===== src/rtl/tag_dispatch_scheduler.sv =====
// Round-robin dispatcher of {iface, tag} forwarding decisions to the packet storage read port.
// Only tags whose packet is fully written (presence bitmap) are issued; others are dropped and counted.
module tag_dispatch_scheduler #(
  parameter int NUM_REQ = 4,
  parameter int TAG_W   = 6,
  parameter int IFACE_W = 2,
  parameter int CNT_W   = 16
) (
  input  logic                                 clock,
  input  logic                                 reset,
  input  logic                                 wr_done,
  input  logic [TAG_W-1:0]                     wr_tag,
  input  logic [NUM_REQ-1:0]                   req_valid,
  input  logic [NUM_REQ*(IFACE_W+TAG_W)-1:0]   req_data,
  output logic [NUM_REQ-1:0]                   req_ready,
  input  logic [2**IFACE_W-1:0]                iface_ready,
  output logic [IFACE_W+TAG_W-1:0]             tagstream_data,
  output logic                                 tagstream_valid,
  input  logic                                 tagstream_ready,
  output logic [CNT_W-1:0]                     drop_count,
  output logic                                 overwrite_err
);
  localparam int REQ_W = IFACE_W + TAG_W;
  localparam int PTR_W = (NUM_REQ > 1) ? $clog2(NUM_REQ) : 1;
  localparam int DEPTH = 2**TAG_W;

  logic [REQ_W-1:0]   vld_data_q, vld_data_d;
  logic               vld_q, vld_d;
  logic [PTR_W-1:0]   rr_q, rr_d;
  logic [DEPTH-1:0]   present_q, present_d;
  logic [CNT_W-1:0]   drop_q, drop_d;
  logic               err_q, err_d;

  logic [REQ_W-1:0]   req_arr [NUM_REQ];
  logic [NUM_REQ-1:0] eligible;
  logic [NUM_REQ-1:0] grant;
  logic [PTR_W-1:0]   gnt_idx;
  logic [PTR_W-1:0]   gnt_next;
  logic               found;
  logic               out_free;
  logic [REQ_W-1:0]   sel;
  logic [TAG_W-1:0]   sel_tag;
  logic               issue;
  logic               drop;

  function automatic logic [CNT_W-1:0] sat_inc(input logic [CNT_W-1:0] v);
    return (&v) ? v : v + 1'b1;
  endfunction

  assign out_free = !vld_q || tagstream_ready;

  always_comb begin
    for (int i = 0; i < NUM_REQ; i++) begin
      req_arr[i]  = req_data[i*REQ_W +: REQ_W];
      eligible[i] = req_valid[i] && iface_ready[req_arr[i][REQ_W-1 -: IFACE_W]];
    end
  end

  // First eligible requester at or after the round-robin pointer wins.
  always_comb begin
    grant    = '0;
    gnt_idx  = '0;
    gnt_next = '0;
    found    = 1'b0;
    for (int k = 0; k < NUM_REQ; k++) begin
      if (!found && out_free && eligible[(int'(rr_q) + k) % NUM_REQ]) begin
        found    = 1'b1;
        grant[(int'(rr_q) + k) % NUM_REQ] = 1'b1;
        gnt_idx  = PTR_W'((int'(rr_q) + k) % NUM_REQ);
        gnt_next = PTR_W'((int'(rr_q) + k + 1) % NUM_REQ);
      end
    end
  end

  assign sel       = req_arr[gnt_idx];
  assign sel_tag   = sel[TAG_W-1:0];
  assign issue     = found && present_q[sel_tag];
  assign drop      = found && !present_q[sel_tag];
  assign req_ready = reset ? '0 : grant;

  always_comb begin
    vld_d      = vld_q;
    vld_data_d = vld_data_q;
    rr_d       = rr_q;
    present_d  = present_q;
    drop_d     = drop_q;
    err_d      = err_q;
    if (found) rr_d = gnt_next;
    if (issue) begin
      vld_d      = 1'b1;
      vld_data_d = sel;
    end else if (tagstream_ready) begin
      vld_d = 1'b0;
    end
    if (drop) drop_d = sat_inc(drop_q);
    if (issue) present_d[sel_tag] = 1'b0;
    // The write-completion set is applied last so it wins over a same-cycle issue clear.
    if (wr_done) begin
      if (present_q[wr_tag] && !(issue && sel_tag == wr_tag)) err_d = 1'b1;
      present_d[wr_tag] = 1'b1;
    end
  end

  always_ff @(posedge clock or posedge reset) begin
    if (reset) begin
      vld_q      <= 1'b0;
      vld_data_q <= '0;
      rr_q       <= '0;
      present_q  <= '0;
      drop_q     <= '0;
      err_q      <= 1'b0;
    end else begin
      vld_q      <= vld_d;
      vld_data_q <= vld_data_d;
      rr_q       <= rr_d;
      present_q  <= present_d;
      drop_q     <= drop_d;
      err_q      <= err_d;
    end
  end

  assign tagstream_valid = vld_q;
  assign tagstream_data  = vld_data_q;
  assign drop_count      = drop_q;
  assign overwrite_err   = err_q;
endmodule

===== config.mk =====
export PLATFORM = sky130hd
export DESIGN_NAME = tag_dispatch_scheduler
export DESIGN_NICKNAME = d
export VERILOG_FILES = /design/src/rtl/tag_dispatch_scheduler.sv
export SDC_FILE = /design/constraint.sdc
export NUM_CORES = 1
export LEC_CHECK = 0
export BUFFER_PORTS_ARGS = -buffer_cell sky130_fd_sc_hd__buf_2
export CORE_UTILIZATION = 60
export CTS_BUF_LIST = sky130_fd_sc_hd__clkbuf_8 sky130_fd_sc_hd__clkbuf_16
export CTS_CLUSTER_SIZE = 28
export DETAILED_ROUTE_END_ITERATION = 10
export GPL_TIMING_DRIVEN = 0
export PLACE_DENSITY = 0.82
export REMOVE_ABC_BUFFERS = 1
export SLEW_MARGIN = 25
export SYNTH_ARGS = -nofsm -noshare
export SYNTH_HDL_FRONTEND = slang
export SYNTH_SLANG_ARGS = --single-unit

===== constraint.sdc =====
create_clock -name clock -period 10.04 [get_ports clock]
set_input_delay 2.008 -clock clock [delete_from_list [all_inputs] [get_ports clock]]
set_output_delay 2.008 -clock clock [all_outputs]
set_load 0.03 [all_outputs]

==> results of run 1 <==
[registers in the layout, summed over array words and instances (netlist names)]
name             count
present_q           64
rr_q                 2
overwrite_err        1
tagstream_data       8
drop_count          16
tagstream_valid      1
[final timing paths]
path	from	end	slack, ps	cells after the start
max reg2reg	rr_q[0]	tagstream_data[0]	1650	15
max in group asynchronous	reset	present_q[61]	7810	3
min reg2reg	drop_count[7]	drop_count[7]	500	1
min in group asynchronous	reset	drop_count[12]	1600	2
max	req_data[22]	tagstream_data[0]	1420	15
min	drop_count[7]	drop_count[7]	500	1
[critical path, stage by stage]
cell      delay (ps)
buf_2            120
mux4_2           360
and2_1           310
a211oi_1          90
o32ai_1          610
and4_1           840
mux2i_1          500
mux2_2           860
nor2_1           190
a22oi_1          220
a31oi_1          110
or4_1            570
or3_1            700
nor2_8           920
mux2_2           420
[cell usage in the layout, fill, tap and decap left out, types with 8 or more instances in the layout]
| cell | instances |
|---|---|
| nor4_1 | 61 |
| o21ai_0 | 8 |
| xnor2_1 | 17 |
| inv_1 | 11 |
| nand2b_1 | 10 |
| nand4_1 | 10 |
| or3_1 | 9 |
| clkbuf_8 | 12 |
| nor2_1 | 168 |
| ha_1 | 9 |
| o22ai_1 | 34 |
| nand3_1 | 16 |
| mux2_2 | 12 |
| nand2_1 | 48 |
| dfrtp_1 | 92 |
| mux2i_1 | 58 |
| buf_2 | 79 |
| a21oi_1 | 74 |
| a31oi_1 | 13 |
[routing by layer]
| layer | wire, um | part of all wire | up-vias | global-route usage |
|---|---|---|---|---|
| li1 | - | - | 3112 | - |
| met1 | 7930 | 0.38 | 3356 | 0.446 |
| met2 | 9590 | 0.46 | 490 | 0.562 |
| met3 | 2260 | 0.11 | 115 | 0.0850 |
| met4 | 1080 | 0.052 | 0 | 0.224 |
| met5 | 0 | 0 | - | 0 |
[metrics by stage]
step | setup WS (ps) | area [um^2] | hold WS [ps]
2_1_floorplan | 1600 | 6440 | 514
3_3_place_gp | -545 | 7010 | 468
3_5_place_dp | 1310 | 7130 | 485
4_1_cts | 1640 | 7370 | 498
5_1_grt | 1160 | 7400 | 524
6_report | 1420 | 7400 | 496
[logic make-up after synthesis]
kind of cell	Yosys count
buf+inv	74
compound gates	181
fa+ha+maj	9
flops	92
xor+xnor	21
mux	77
simple gates	369
[final cells by class]
cell class | instances | area (um^2) | share of cell area
clock inverter | 3 | 68.8 | 0.00930
inverter | 13 | 53.8 | 0.00727
multi-input combinational | 657 | 4130 | 0.558
timing repair buffer | 84 | 508 | 0.0686
clock buffer | 12 | 165 | 0.0223
sequential | 92 | 2300 | 0.311
tap | 140 | 175 | 0.0237
==> results_dict.tcl, run 1 <==
set metrics [dict create \
    synth_seq_area_share 0.341 \
    drv_cap 0 \
    cts-root-buf "clkbuf_8" \
    required_ps 10290 \
    synth_edf_count 0 \
    dieArea_um2 11700 \
    synthAdderAreaFrac 0.0167 \
    dp_cells 985 \
    synth-simple-area-share 0.265 \
    timing.final.crit_share 0.859 \
    final-instance-count-excl-fill 1001 \
    grt_pass1_wl_mm 32.8 \
    synth-compound-area-share 0.171 \
    antenna_found_initial 0 \
    io-pin-count 80 \
    synth.area.top_cells "dfrtp_1 (34%), nor2_1 (9.3%), mux2i_1 (8.7%)" \
    failed_checks "DRC" \
    synth_area_um2 6760 \
    ant_nets 0 \
    synth_xor_area_frac 0.0272 \
    cts_setup_buffers 0 \
    die_x_um 108 \
    fmax_ghz 0.116 \
    grt.total_usage 0.359 \
    cts.reportedPaths.clkPinSlew_ps 90 \
    synth_ff_type "dfrtp_1" \
    min_path_type "flip-flop to flip-flop" \
    syn-mean-instance-area_um2 8.21 \
    synth_cell_types 64 \
    synthDominantCellAreaShare 0.341 \
    syn_inst 823 \
    routed_wl_mm 20.8 \
    fin_tns_setup_ps 0 \
    ys_seq_elements 92 \
    synth.area.mux_share 0.124 \
    drtIter0Drc 831 \
    route.vias.total 7073 \
    worst_pin_slew_ps 1030 \
    cp_max_fo 72 \
    rsz0062_at_grt "false" \
    drv_slew 0 \
    synth_top_family_by_area "simple AND/OR/NAND/NOR gates" \
    final_layout_size_suffix_gt1_frac 0.152 \
    area_delta_synth_final_pct 9.52 \
    ys_async_sr_fraction 1.00 \
    initial_core_util 0.621 \
    cts_sinks 92 \
    wl_per_cell_um 20.8 \
    clkLatencyLatePin_ps 370 \
    diodes 0 \
    htree_levels 3 \
    grt-ovfl-total 0 \
    cts_resized 0 \
    critPathArrivalTime_ps 8880 \
    slew_headroom 0.310 \
    die_height_um 108 \
    grt_max_degree 74 \
    port_buffers 79 \
    cts_hold_buf 0 \
    drc 1 \
    finalSetupViolations 0 \
    synthTopCellsByCount "nor2_1 (168), dfrtp_1 (92), a21oi_1 (74), nor4_1 (61), mux2i_1 (59)" \
    grt_pass1_vias 6750 \
    synth.most_common_cell "nor2_1" \
    critPathLaunchType "input port" \
    finalClockSkew_ps 13.5 \
    gp_congestion 0.939 \
    clk_path_buf_depth 2 \
    crit_type "input port to flip-flop" \
    synth_warnings 0 \
    drtPass1Iterations 11 \
    status "finished with violations" \
    coreArea_um2 10900 \
    synth_largest_area_cell "dfrtp_1" \
    numCtsBuffers 9 \
    fin_util 0.680 \
    period_minus_slack_ps 8620 \
    nets 916 \
    dp_hpwl_mm 13.6 \
    end_kind "flip-flop" \
    final_hold_viol_count 0 \
    cts_tree "yes" \
    vias_per_cell 7.07 \
    nFillCells 908 \
    fp-row-count 38 \
]
Power of run 1 is left out: the tool's default activity adds up to more than one toggle a clock period on the data nets, which glitch-free logic cannot reach.
==> inputs of run 2 (changes only) <==
Settings changed: CAP_MARGIN from default to 20, CORE_UTILIZATION 60 to 57, PLACE_DENSITY 0.82 to 0.78.
==> run 2 against run 1 <==
Compared with the run above:
- worst setup slack worse by 15 ps
- largest cell class unchanged
- the run now ends clean
- wire length fell by 1.7%
- global-route usage shrank 2.0 points
- sequential cell count is the same
- final area is 0.68% higher
- count of clock-buffer cells in the layout decreased by 1
- worst hold slack worse by 10 ps
- sequential share of layout area fell by 0.21 points
- maximum frequency shrank 0.18%
==> results_dict.tcl, run 2 (synthesis results as in run 1) <==
set metrics [dict create \
    nFillCells 974 \
    dp_cells 989 \
    clk_path_buf_depth 2 \
    min_from "drop_count[13]" \
    grt_max_degree 73 \
    grt.total_usage 0.339 \
    grt-ovfl-total 0 \
    hold_end "drop_count[13]" \
    cts_tree "yes" \
    critPathArrivalTime_ps 8880 \
    rr_endpoint "tagstream_data[5]" \
    status "finished, final reports clean" \
    cts_sinks 92 \
    cp_max_fo 72 \
    final_common_cell "nor2_1" \
    routed_wl_mm 20.5 \
    initial_core_util 0.589 \
    final_hold_viol_count 0 \
    io-pin-count 80 \
    fin_util 0.650 \
    drc 0 \
    dieArea_um2 12300 \
    cts-root-buf "clkbuf_16" \
    largest_reg_flops 64 \
    fin_ws_ps 1400 \
    antenna_found_initial 0 \
    ant_nets 0 \
    rsz0062_at_grt "false" \
    area_delta_synth_final_pct 10.3 \
    drtPass1Iterations 6 \
    diodes 0 \
    whs_path_depth 1 \
    final_layout_size_suffix_gt1_frac 0.153 \
    htree_levels 3 \
    die_x_um 111 \
    cts.reportedPaths.clkPinSlew_ps 60 \
    grt_pass1_wl_mm 33.6 \
    crit_path_max_incr_delay_ps 900 \
    reg2reg_slack_ps 1600 \
    drv_cap 0 \
    grt_pass1_vias 6682 \
    timing.final.crit_share 0.860 \
    dp_hpwl_mm 13.5 \
    whs_ps 485 \
    fmax_ghz 0.116 \
    cts_setup_buffers 0 \
    slowest_stage "nor2_8" \
    numCtsBuffers 9 \
    r2r_cells 15 \
    crit_type "input port to flip-flop" \
    pre_cts_slack_ps 1300 \
    min_path_type "flip-flop to flip-flop" \
    port_buffers 79 \
    cts_resized 0 \
    clkLatencyLatePin_ps 360 \
    cts_hold_buf 0 \
    drv_slew 0 \
    coreArea_um2 11500 \
    route.vias.total 6987 \
    finalClockSkew_ps 8.88 \
    die_height_um 111 \
    worst_pin_slew_ps 1040 \
    gp_congestion 0.910 \
    critPathLaunchType "input port" \
    required_ps 10280 \
    vias_per_cell 6.95 \
    fp-row-count 39 \
    finalSetupViolations 0 \
    top_register "present_q" \
    wl_per_cell_um 20.4 \
    nets 916 \
    period_minus_slack_ps 8640 \
    reg2reg_from "rr_q[0]" \
    mostFrequentLayoutCells "nor2_1 (168), dfrtp_1 (92), buf_2 (79), a21oi_1 (74), nor4_1 (61)" \
    final-instance-count-excl-fill 1005 \
    path_cells "buf_2 > mux2i_1 > o22a_1 > a211oi_1 > o32ai_1 > and4_1 > mux2i_1 > mux2_2 > nor2_1 > a22oi_1 > a31oi_1 > or4_1 > or3_1 > nor2_8 > mux2_2" \
    slew_headroom 0.304 \
    drtIter0Drc 1070 \
    end_kind "flip-flop" \
]
==> run 2: worst max-delay path by stage <==
| stage | startpoint | end | cells after the start |
|---|---|---|---|
| global route | req_data[15] | tagstream_data[1] | 15 |
| finish | req_data[15] | tagstream_data[5] | 15 |
| global placement | req_data[22] | tagstream_data[2] | 15 |
| detailed placement | req_data[15] | tagstream_data[6] | 15 |
| CTS | req_data[15] | tagstream_data[6] | 15 |
| floorplan | req_data[22] | tagstream_data[2] | 13 |
==> run 2: critical path, delay by kind of cell <==
family                 cells  cell delay [ps]
AO/OA/AOI/OAI              5             1410
multiplexers               4             2090
AND/OR/NAND/NOR            5             3150
buffers and inverters      1              130
==> run 2: routing by layer <==
metal	track usage	part of all wire	up-vias
met5	0	0	-
met4	0.162	0.035	0
met3	0.0596	0.11	76
met2	0.525	0.45	476
met1	0.461	0.40	3314
li1	-	-	3121
==> run 2: area by class of cell <==
cell class / count / area (um^2) / area share
multi-input combinational: 657 / 4130 / 0.554
sequential: 92 / 2300 / 0.309
timing repair buffer: 84 / 500 / 0.0672
clock buffer: 11 / 253 / 0.0339
tap: 143 / 179 / 0.0240
inverter: 13 / 53.8 / 0.00722
clock inverter: 5 / 35.0 / 0.00470
==> run 2: metrics by stage <==
stage / instance area, um^2 / TNS (ps)
3_3_place_gp: 7010 / -33140
6_report: 7450 / 0
2_1_floorplan: 6440 / 0
3_5_place_dp: 7150 / 0
4_1_cts: 7430 / 0
5_1_grt: 7450 / 0
Power of run 2 is left out for the same reason.
